`src/rtl/idli_sqi_ctrl_m.sv`:
```
// idli_sqi_ctrl_m: quad-mode SQI memory controller driving LANES striped serial SRAMs in lock-step.
// Write support is compiled in only when IDLI_SQI_CTRL_WRITE_EN is defined; otherwise every request reads.
module idli_sqi_ctrl_m #(
    parameter int unsigned LANES  = 2,
    parameter int unsigned ADDR_W = 24,
    parameter int unsigned LEN_W  = 8,
    parameter int unsigned DUMMY  = 2,
    parameter logic [7:0]  CMD_RD = 8'h03,
    parameter logic [7:0]  CMD_WR = 8'h02
) (
    input  logic                 i_sqc_gck,
    input  logic                 i_sqc_rst,
    input  logic                 i_sqc_req_vld,
    output logic                 o_sqc_req_rdy,
    input  logic                 i_sqc_req_wr,
    input  logic [ADDR_W-1:0]    i_sqc_req_addr,
    input  logic [LEN_W-1:0]     i_sqc_req_len,
    output logic [4*LANES-1:0]   o_sqc_rd_data,
    output logic                 o_sqc_rd_vld,
    input  logic [4*LANES-1:0]   i_sqc_wr_data,
    input  logic                 i_sqc_wr_vld,
    output logic                 o_sqc_wr_rdy,
    output logic                 o_sqc_busy,
    output logic [LANES-1:0]     o_sqc_sck,
    output logic [LANES-1:0]     o_sqc_cs,
    input  logic [4*LANES-1:0]   i_sqc_sio,
    output logic [4*LANES-1:0]   o_sqc_sio,
    output logic [LANES-1:0]     o_sqc_sio_oe
);

    localparam int unsigned DW      = 4 * LANES;
    localparam int unsigned ANIB    = ADDR_W / 4;
    localparam int unsigned ANIB_CW = $clog2(ANIB + 1);
    localparam int unsigned DUM_CW  = $clog2(DUMMY + 1);
    localparam int unsigned CNT_A   = ((LEN_W + 1) > ANIB_CW) ? (LEN_W + 1) : ANIB_CW;
    localparam int unsigned CNT_W   = (CNT_A > DUM_CW) ? CNT_A : DUM_CW;

    typedef enum logic [2:0] {
        S_IDLE  = 3'd0,
        S_CMD   = 3'd1,
        S_ADDR  = 3'd2,
        S_DUMMY = 3'd3,
        S_DATA  = 3'd4,
        S_GAP   = 3'd5
    } state_t;

    state_t              r_state;
    logic                r_phase;
    logic [CNT_W-1:0]    r_beat;
    logic                r_wr;
    logic [LEN_W-1:0]    r_len;
    logic [ADDR_W-1:0]   r_addr_sh;
    logic [DW-1:0]       r_sio;
    logic [DW-1:0]       r_rd_data;
    logic                r_rd_vld;
    logic                r_req_rdy;
    logic                r_busy;
    logic                r_wr_rdy;
    logic [LANES-1:0]    r_cs;
    logic [LANES-1:0]    r_sck;
    logic [LANES-1:0]    r_oe;

    state_t              w_nxt_state;
    logic                w_nxt_phase;
    logic [CNT_W-1:0]    w_nxt_beat;
    logic                w_nxt_wr;
    logic [LEN_W-1:0]    w_nxt_len;
    logic [ADDR_W-1:0]   w_nxt_addr_sh;
    logic [DW-1:0]       w_nxt_sio;
    logic [DW-1:0]       w_nxt_rd_data;
    logic                w_nxt_rd_vld;
    logic                w_nxt_active;
    logic                w_nxt_drive;
    logic                w_nxt_wr_rdy;
    logic                w_req_wr;
    logic [7:0]          w_req_cmd;
    logic [7:0]          w_cmd;

`ifdef IDLI_SQI_CTRL_WRITE_EN
    assign w_req_wr     = i_sqc_req_wr;
    assign w_nxt_wr_rdy = (w_nxt_state == S_DATA) && w_nxt_wr && !w_nxt_phase;
`else
    // Write inputs have no function in a read-only build.
    logic w_unused_wr;
    assign w_unused_wr  = ^{i_sqc_req_wr, i_sqc_wr_data, i_sqc_wr_vld};
    assign w_req_wr     = 1'b0;
    assign w_nxt_wr_rdy = 1'b0;
`endif

    assign w_req_cmd = w_req_wr ? CMD_WR : CMD_RD;
    assign w_cmd     = r_wr ? CMD_WR : CMD_RD;

    assign w_nxt_active = (w_nxt_state == S_CMD)   || (w_nxt_state == S_ADDR) ||
                          (w_nxt_state == S_DUMMY) || (w_nxt_state == S_DATA);
    assign w_nxt_drive  = (w_nxt_state == S_CMD) || (w_nxt_state == S_ADDR) ||
                          ((w_nxt_state == S_DATA) && w_nxt_wr);

    // Next-state logic: each beat is phase A (sck low, sio launched) then phase B (sck high).
    always_comb begin
        w_nxt_state   = r_state;
        w_nxt_phase   = r_phase;
        w_nxt_beat    = r_beat;
        w_nxt_wr      = r_wr;
        w_nxt_len     = r_len;
        w_nxt_addr_sh = r_addr_sh;
        w_nxt_sio     = r_sio;
        w_nxt_rd_data = r_rd_data;
        w_nxt_rd_vld  = 1'b0;

        case (r_state)
            S_IDLE: begin
                if (i_sqc_req_vld && r_req_rdy) begin
                    w_nxt_state   = S_CMD;
                    w_nxt_phase   = 1'b0;
                    w_nxt_beat    = '0;
                    w_nxt_wr      = w_req_wr;
                    w_nxt_len     = i_sqc_req_len;
                    w_nxt_addr_sh = i_sqc_req_addr;
                    w_nxt_sio     = {LANES{w_req_cmd[7:4]}};
                end
            end
            S_CMD: begin
                if (!r_phase) begin
                    w_nxt_phase = 1'b1;
                end else begin
                    w_nxt_phase = 1'b0;
                    if (r_beat == CNT_W'(1)) begin
                        w_nxt_state   = S_ADDR;
                        w_nxt_beat    = '0;
                        w_nxt_sio     = {LANES{r_addr_sh[ADDR_W-1 -: 4]}};
                        w_nxt_addr_sh = r_addr_sh << 4;
                    end else begin
                        w_nxt_beat = r_beat + CNT_W'(1);
                        w_nxt_sio  = {LANES{w_cmd[3:0]}};
                    end
                end
            end
            S_ADDR: begin
                if (!r_phase) begin
                    w_nxt_phase = 1'b1;
                end else begin
                    w_nxt_phase = 1'b0;
                    if (r_beat == CNT_W'(ANIB - 1)) begin
                        w_nxt_beat = '0;
                        if (r_wr) begin
                            w_nxt_state = S_DATA;
                        end else if (DUMMY != 0) begin
                            w_nxt_state = S_DUMMY;
                            w_nxt_sio   = '0;
                        end else begin
                            w_nxt_state = S_DATA;
                            w_nxt_sio   = '0;
                        end
                    end else begin
                        w_nxt_beat    = r_beat + CNT_W'(1);
                        w_nxt_sio     = {LANES{r_addr_sh[ADDR_W-1 -: 4]}};
                        w_nxt_addr_sh = r_addr_sh << 4;
                    end
                end
            end
            S_DUMMY: begin
                if (!r_phase) begin
                    w_nxt_phase = 1'b1;
                end else begin
                    w_nxt_phase = 1'b0;
                    if (r_beat == CNT_W'(DUMMY - 1)) begin
                        w_nxt_state = S_DATA;
                        w_nxt_beat  = '0;
                    end else begin
                        w_nxt_beat = r_beat + CNT_W'(1);
                    end
                end
            end
            S_DATA: begin
                if (!r_phase) begin
`ifdef IDLI_SQI_CTRL_WRITE_EN
                    // Write beats hold in phase A with sck low until a beat is offered.
                    if (!r_wr) begin
                        w_nxt_phase = 1'b1;
                    end else if (i_sqc_wr_vld && r_wr_rdy) begin
                        w_nxt_sio   = i_sqc_wr_data;
                        w_nxt_phase = 1'b1;
                    end
`else
                    w_nxt_phase = 1'b1;
`endif
                end else begin
                    if (!r_wr) begin
                        w_nxt_rd_data = i_sqc_sio;
                        w_nxt_rd_vld  = 1'b1;
                    end
                    w_nxt_phase = 1'b0;
                    if (r_beat == CNT_W'(r_len)) begin
                        w_nxt_state = S_GAP;
                        w_nxt_beat  = '0;
                        w_nxt_sio   = '0;
                    end else begin
                        w_nxt_beat = r_beat + CNT_W'(1);
                    end
                end
            end
            S_GAP: begin
                if (!r_phase) begin
                    w_nxt_phase = 1'b1;
                end else begin
                    w_nxt_phase = 1'b0;
                    w_nxt_state = S_IDLE;
                end
            end
            default: begin
                w_nxt_state = S_IDLE;
                w_nxt_phase = 1'b0;
                w_nxt_beat  = '0;
            end
        endcase
    end

    // State and registered pin/handshake outputs.
    always_ff @(posedge i_sqc_gck) begin
        if (i_sqc_rst) begin
            r_state   <= S_IDLE;
            r_phase   <= 1'b0;
            r_beat    <= '0;
            r_wr      <= 1'b0;
            r_len     <= '0;
            r_addr_sh <= '0;
            r_sio     <= '0;
            r_rd_data <= '0;
            r_rd_vld  <= 1'b0;
            r_req_rdy <= 1'b0;
            r_busy    <= 1'b0;
            r_wr_rdy  <= 1'b0;
            r_cs      <= '1;
            r_sck     <= '0;
            r_oe      <= '0;
        end else begin
            r_state   <= w_nxt_state;
            r_phase   <= w_nxt_phase;
            r_beat    <= w_nxt_beat;
            r_wr      <= w_nxt_wr;
            r_len     <= w_nxt_len;
            r_addr_sh <= w_nxt_addr_sh;
            r_sio     <= w_nxt_sio;
            r_rd_data <= w_nxt_rd_data;
            r_rd_vld  <= w_nxt_rd_vld;
            r_req_rdy <= (w_nxt_state == S_IDLE);
            r_busy    <= (w_nxt_state != S_IDLE);
            r_wr_rdy  <= w_nxt_wr_rdy;
            r_cs      <= w_nxt_active ? '0 : '1;
            r_sck     <= {LANES{w_nxt_active & w_nxt_phase}};
            r_oe      <= {LANES{w_nxt_drive}};
        end
    end

    assign o_sqc_req_rdy = r_req_rdy;
    assign o_sqc_rd_data = r_rd_data;
    assign o_sqc_rd_vld  = r_rd_vld;
    assign o_sqc_wr_rdy  = r_wr_rdy;
    assign o_sqc_busy    = r_busy;
    assign o_sqc_sck     = r_sck;
    assign o_sqc_cs      = r_cs;
    assign o_sqc_sio     = r_sio;
    assign o_sqc_sio_oe  = r_oe;

endmodule

```
`config.mk`:
```
export PLATFORM = sky130hd
export DESIGN_NAME = idli_sqi_ctrl_m
export DESIGN_NICKNAME = d
export VERILOG_FILES = /design/src/rtl/idli_sqi_ctrl_m.sv
export SDC_FILE = /design/constraint.sdc
export NUM_CORES = 1
export LEC_CHECK = 0
export CORE_ASPECT_RATIO = 1.2
export CORE_MARGIN = 2
export CORE_UTILIZATION = 54
export CTS_CLUSTER_SIZE = 24
export DETAILED_ROUTE_END_ITERATION = 10
export PLACE_DENSITY = 0.86
export REMOVE_ABC_BUFFERS = 1
export SLEW_MARGIN = 40
export SYNTH_ARGS = -nofsm -noshare
export SYNTH_HDL_FRONTEND = slang
export SYNTH_SLANG_ARGS = --single-unit
```
`constraint.sdc`:
```
create_clock -name i_sqc_gck -period 3.6 [get_ports i_sqc_gck]
set_input_delay 0.54 -clock i_sqc_gck [delete_from_list [all_inputs] [get_ports i_sqc_gck]]
set_output_delay 0.54 -clock i_sqc_gck [all_outputs]
set_load 0.03 [all_outputs]
```
* Word-level counts from Yosys, hierarchy flattened *
Index checks and enable logic that the tools add are counted.

word-level totals
  flip-flop bits (word level) = 69
  word-level logic and storage cells = 103
  bits of input ports = 53
  output and inout port bits = 26

operators by class
  muxes and demuxes = 43
  eq/ne operators = 21
  reduce and logical (&&, ||, !) cells = 19
  bitwise operators = 5
  add/subtract/negate cells = 1

operator list
  cell                                                  count
  two-way mux 24 bit                                    5
  one-hot mux 24 bit (3 select lines)                   1
  two-way mux 8 bit                                     8
  two-way mux 9 bit                                     7
  one-hot mux 9 bit (5 select lines)                    1
  two-way mux 3 bit                                     11
  one-hot mux 8 bit (4 select lines)                    1
  one-hot mux 3 bit (6 select lines)                    1
  inequality test 2 bit (second input constant)         7
  equality test 3 x 2 -> 1 bit (second input constant)  4
  adder 9 x 1 -> 9 bit (second input constant)          1
  equality test 3 bit (second input constant)           3
  equality test 9 x 1 -> 1 bit (second input constant)  1
  equality test 9 x 3 -> 1 bit (second input constant)  1
  equality test 9 x 8 -> 1 bit                          1
  AND reduction 7 bit                                   1
  equality test 3 x 1 -> 1 bit (second input constant)  2
  logical NOT 3 bit                                     2
  two-way mux 1 bit                                     6
  AND reduction 6 bit                                   1
  nonzero test 3 bit                                    2
  AND reduction 5 bit                                   1
  OR reduction 5 bit                                    1
  logical OR 1 bit                                      4
  other kinds (12)                                      16

* Longest topological paths before layout *
  depth after elaboration = 9
  mapped depth = 8
  gate-level depth less buffers = 7

* Worst setup path after synthesis *
Ideal clock, no wire load.

  path kind = reg2reg
  start = register r_beat[5]
  end = register, netlist name o_sqc_sio_oe[0]
  data arrival time = 2.236 ns
  path buffers = 2
  required time = 3.479 ns
  library setup time = 0.121 ns
  path slack = 1.242 ns
  cell stages (with the launch flop) = 8
  path through = dfxtp_1 buf_6 or4_4 o311ai_4 o221ai_2 or4_4 buf_6 mux2_4

on the way
  word-level cells in the longest chain between the ends = 7
  elaborated cells on any way between the ends = 18
  those cells by class = eq/ne (6); mux (9); reduce/logical (3)

RTL lines
  element                                                     line    source
  start: declaration                                          49      logic [CNT_W-1:0] r_beat;
  start signal: assignment                                    239     r_beat <= w_nxt_beat;
  equality test 9 x 8 -> 1 bit, or another cell as far along  193     if (r_beat == CNT_W'(r_len)) begin
  two-way mux 3 bit, on equally long branches (2 in series)   n/a
  one-hot mux 3 bit (6 select lines) (*)                      110     case (r_state)
  equality test 3 x 1 -> 1 bit, or another cell as far along  95      assign w_nxt_drive = (w_nxt_state == S_CMD) || (w_nxt_state == S_ADDR) ||
  logical OR 1 bit or logical AND 1 bit (tied branches)       95, 96
  logical OR 1 bit (*)                                        95

Mark *: on every way between the ends. The rest lies on a longest branch, timed or not.
A chain may end at the register's enable or synchronous reset.

* Worst setup path after layout *
  start = register r_beat[2]
  end = register r_sio[4], in the netlist o_sqc_sio[4]

on the way
  word-level cells in the longest chain between the ends = 4
  elaborated cells on any way between the ends = 11
  those cells by class = eq/ne (5); mux (5); reduce/logical (1)

RTL lines
  element                                                                       line      source
  equality test 9 x 3 -> 1 bit or equality test 9 x 1 -> 1 bit (tied branches)  143, 127
  two-way mux 8 bit, on equally long branches                                   143, 127
  two-way mux 8 bit, on equally long branches                                   139, 123
  one-hot mux 8 bit (4 select lines)                                            110
  end signal: assignment                                                        243       r_sio <= w_nxt_sio;
  end: declaration                                                              53        logic [DW-1:0] r_sio;

Several ways; a longest one is shown, not always the timed one. The select of a mux whose other input is x is not followed.

==> flow_summary.ini <==
[outcome]
run_status = finished, final reports clean

[logic_synthesis]
synth-async-reset-ratio_pct = 0
synth_top_cell_area_share_pct = 39.1
synthTopCellsByArea = dfxtp_1 (39%), mux2i_1 (13%), nor2_1 (6.6%), a211oi_1 (4.8%), xor2_1 (4.3%)
syn_area_per_cell_sq_um = 9.12
syn_area_sq_um = 3270
ys_seq_area_share_pct = 39.1
synth_ff_type = dfxtp_1
ys.warnings.count = 0
yosys_register_bits = 64
netlist_instances = 359
synth-edff-count = 0
synth_cell_types = 54
synth_top_area_cell = dfxtp_1

[timing]
tns_ns = 0
final-hold-violation-count = 0
setup_viol = 0
rsz0062_at_grt = no
slew-limit-headroom_pct = 51.5
skew_ns = 0.0101
fin_crit_sh_pct = 74.4
worst_slew_pin_slew_ns = 0.717
fin_crit_ns = 2.68
fmax_ghz = 0.373
maxSlewViolCount = 0

[clock_network]
cts_hold_buf = 0
htreeDepth = 3
cts_setup_buffers = 0
cts_root_buffer = clkbuf_8
tritoncts = built
cts_buffers = 9
cts.repair.resized = 0
clock_sinks = 64
cts_max_path_buffers = 2
clkTransAtPathRegs_ns = 0.08
clkLatencyLatePin_ns = 0.35

[power_and_ir_drop]
p_leak_nw = 1.60
p_seq_share_pct = 46.0
clock_power_share_pct = 36.3
p_comb_share_pct = 17.7
switchingPower_w = 0.000480
switching_share_pct = 28.2
internal-power_w = 0.00122
power_w = 0.00170
peakVddDrop_mv = 0.306
pwr_density_cell_nw_per_um2 = 414

[die]
die_x_microns = 75.1
die_y_microns = 89.3
start_util_pct = 55.2
io_pins = 79
core-area_sq_um = 5930
num_rows = 31
dieArea_sq_um = 6710

[final_layout]
drive_gt1_share_pct = 10.5
nets = 461
regArea_sq_um = 1280
multiInputGateArea_sq_um = 1810
n_antenna_cell = 0
syn_to_final_growth_pct = 25.6
fillerInstances = 455

[critical_path]
crit_type = register to register
arrival_ns = 2.93
cp.required_ns = 3.85
cp-start-kind = register
endpoint_kind = register
cp_max_fo = 19

[global_routing]
gr-usage-met1_pct = 28.6
grt_use_total_pct = 23.3
grtUsageMet3_pct = 6.20
use_met2_pct = 38.0
grt-ovfl-total = 0
grt_max_degree = 52
first_global_vias = 2657
antenna_found_initial = 0
grt_pass1_wl_mm = 11.9
grt_busiest_layer = met2

[place]
hpwl_mm = 5.04
portBuffers = 67
gp_congestion = 0.876

[drt]
drc = 0
drt-pass1-iter-count = 5
drt_iter0_drc = 203
via_per_inst = 5.63
ant_nets = 0
wl_per_cell_microns = 14.9
routed_wl_mm = 7.34
vias = 2775

[min_path]
hold_class = register to register

[job]
maxCapViolations = 0
[logic make-up after synthesis]
family | count (synthesis) | share of synthesized area (%)
flip-flops | 64 | 39.1
XOR/XNOR | 16 | 4.28
AND/OR/NAND/NOR | 127 | 20.7
other | 1 | 0.115
AO/OA/AOI/OAI | 62 | 14.5
adder cells (fa/ha/maj) | 2 | 0.764
buffers and inverters | 41 | 6.23
multiplexers | 46 | 14.3
[area by class of cell]
cell class                 count  area share, %
multi-input combinational    254           44.0
sequential                    64           31.2
timing repair buffer          72           17.1
clock buffer                   9           3.01
tap                           82           2.50
clock inverter                 7           1.77
inverter                       5          0.456
[per-stage QoR]
step | instances | hold slack [ns] | setup slack (ns) | cell area, sq um | utilization, %
floorplan | 323 | 0.439 | 0.283 | 3090 | -
global placement | 477 | 0.454 | 0.999 | 3910 | 65.9
detailed placement | 477 | 0.468 | 0.979 | 3910 | 65.9
CTS | 493 | 0.481 | 0.973 | 4110 | 69.2
global route | 493 | 0.515 | 0.772 | 4110 | 69.3
finish | 493 | 0.479 | 0.920 | 4110 | 69.3
[per-layer routing]
metal	routed length (microns)	share of wire, %
met5	0	0
met4	190	2.6
met3	365	5.0
met2	3700	50
met1	3080	42
[power groups by stage]
stage | Sequential [W] | Combinational, W | Clock [W]
after floorplan | 0.000813 | 0.000167 | 0
after global placement | 0.000797 | 0.000292 | 0
after detailed placement | 0.000799 | 0.000300 | 0
after CTS | 0.000783 | 0.000303 | 0.000628
after global routing | 0.000788 | 0.000329 | 0.000649
final | 0.000783 | 0.000301 | 0.000618
[final timing paths]
path,start,end,slack [ns],cells after the start
setup / recovery,r_beat[2]$_SDFFE_PP0P_,o_sqc_sio[4]$_SDFFE_PP0P_,0.92,5
hold reg to reg,r_addr_sh[3]$_SDFFE_PP0P_,r_addr_sh[3]$_SDFFE_PP0P_,0.48,2
setup reg to reg,r_beat[2]$_SDFFE_PP0P_,o_sqc_sio[4]$_SDFFE_PP0P_,0.92,5
hold / removal,r_addr_sh[3]$_SDFFE_PP0P_,r_addr_sh[3]$_SDFFE_PP0P_,0.48,2
[synth_stat cells (all sizes together) (3+ instances only)]
master and n:
dfxtp 64, nor2 58, mux2i 43, clkbuf 22, a211oi 21, xor2 16, buf 14, nand2 11
a31oi 9, a21oi 8, nand3 8, nor3 7, o21ai 6, and3 5, nand2b 5, inv 4
nand4bb 4, nor2b 4, o2111ai 4, and2 3, mux2 3, nand3b 3, nor4 3, nor4bb 3
or4b 3
[flip-flops by register name, summed over array words and instances, names as in the netlist, 3 cells and up]
register / flops
o_sqc_sio: 4
r_addr_sh: 24
o_sqc_rd_data: 8
r_len: 8
r_beat: 9
r_state: 3
[worst max-delay path: stages (launching register included)]
cell and delay (ns):
dfxtp_1 0.79, xor2_1 0.14, nor4_1 0.35, a31oi_1 0.23, nor3_1 0.65, mux2_2 0.41
[layout by cell type, fill, tap and decap left out, types with 4 or more instances in the layout]
cell / n
mux2i_1: 43
a31oi_1: 8
a21oi_1: 8
nor2_1: 56
inv_1: 4
o2111ai_1: 4
buf_4: 5
nand3_1: 8
nand2_1: 11
xor2_1: 16
nand2b_1: 5
nor2b_1: 4
nor3_1: 7
dfxtp_1: 64
a211oi_1: 21
o21ai_0: 6
clkbuf_8: 9
clkdlybuf4s50_1: 66
nand4bb_1: 4
(Power assumes the default switching activity.)
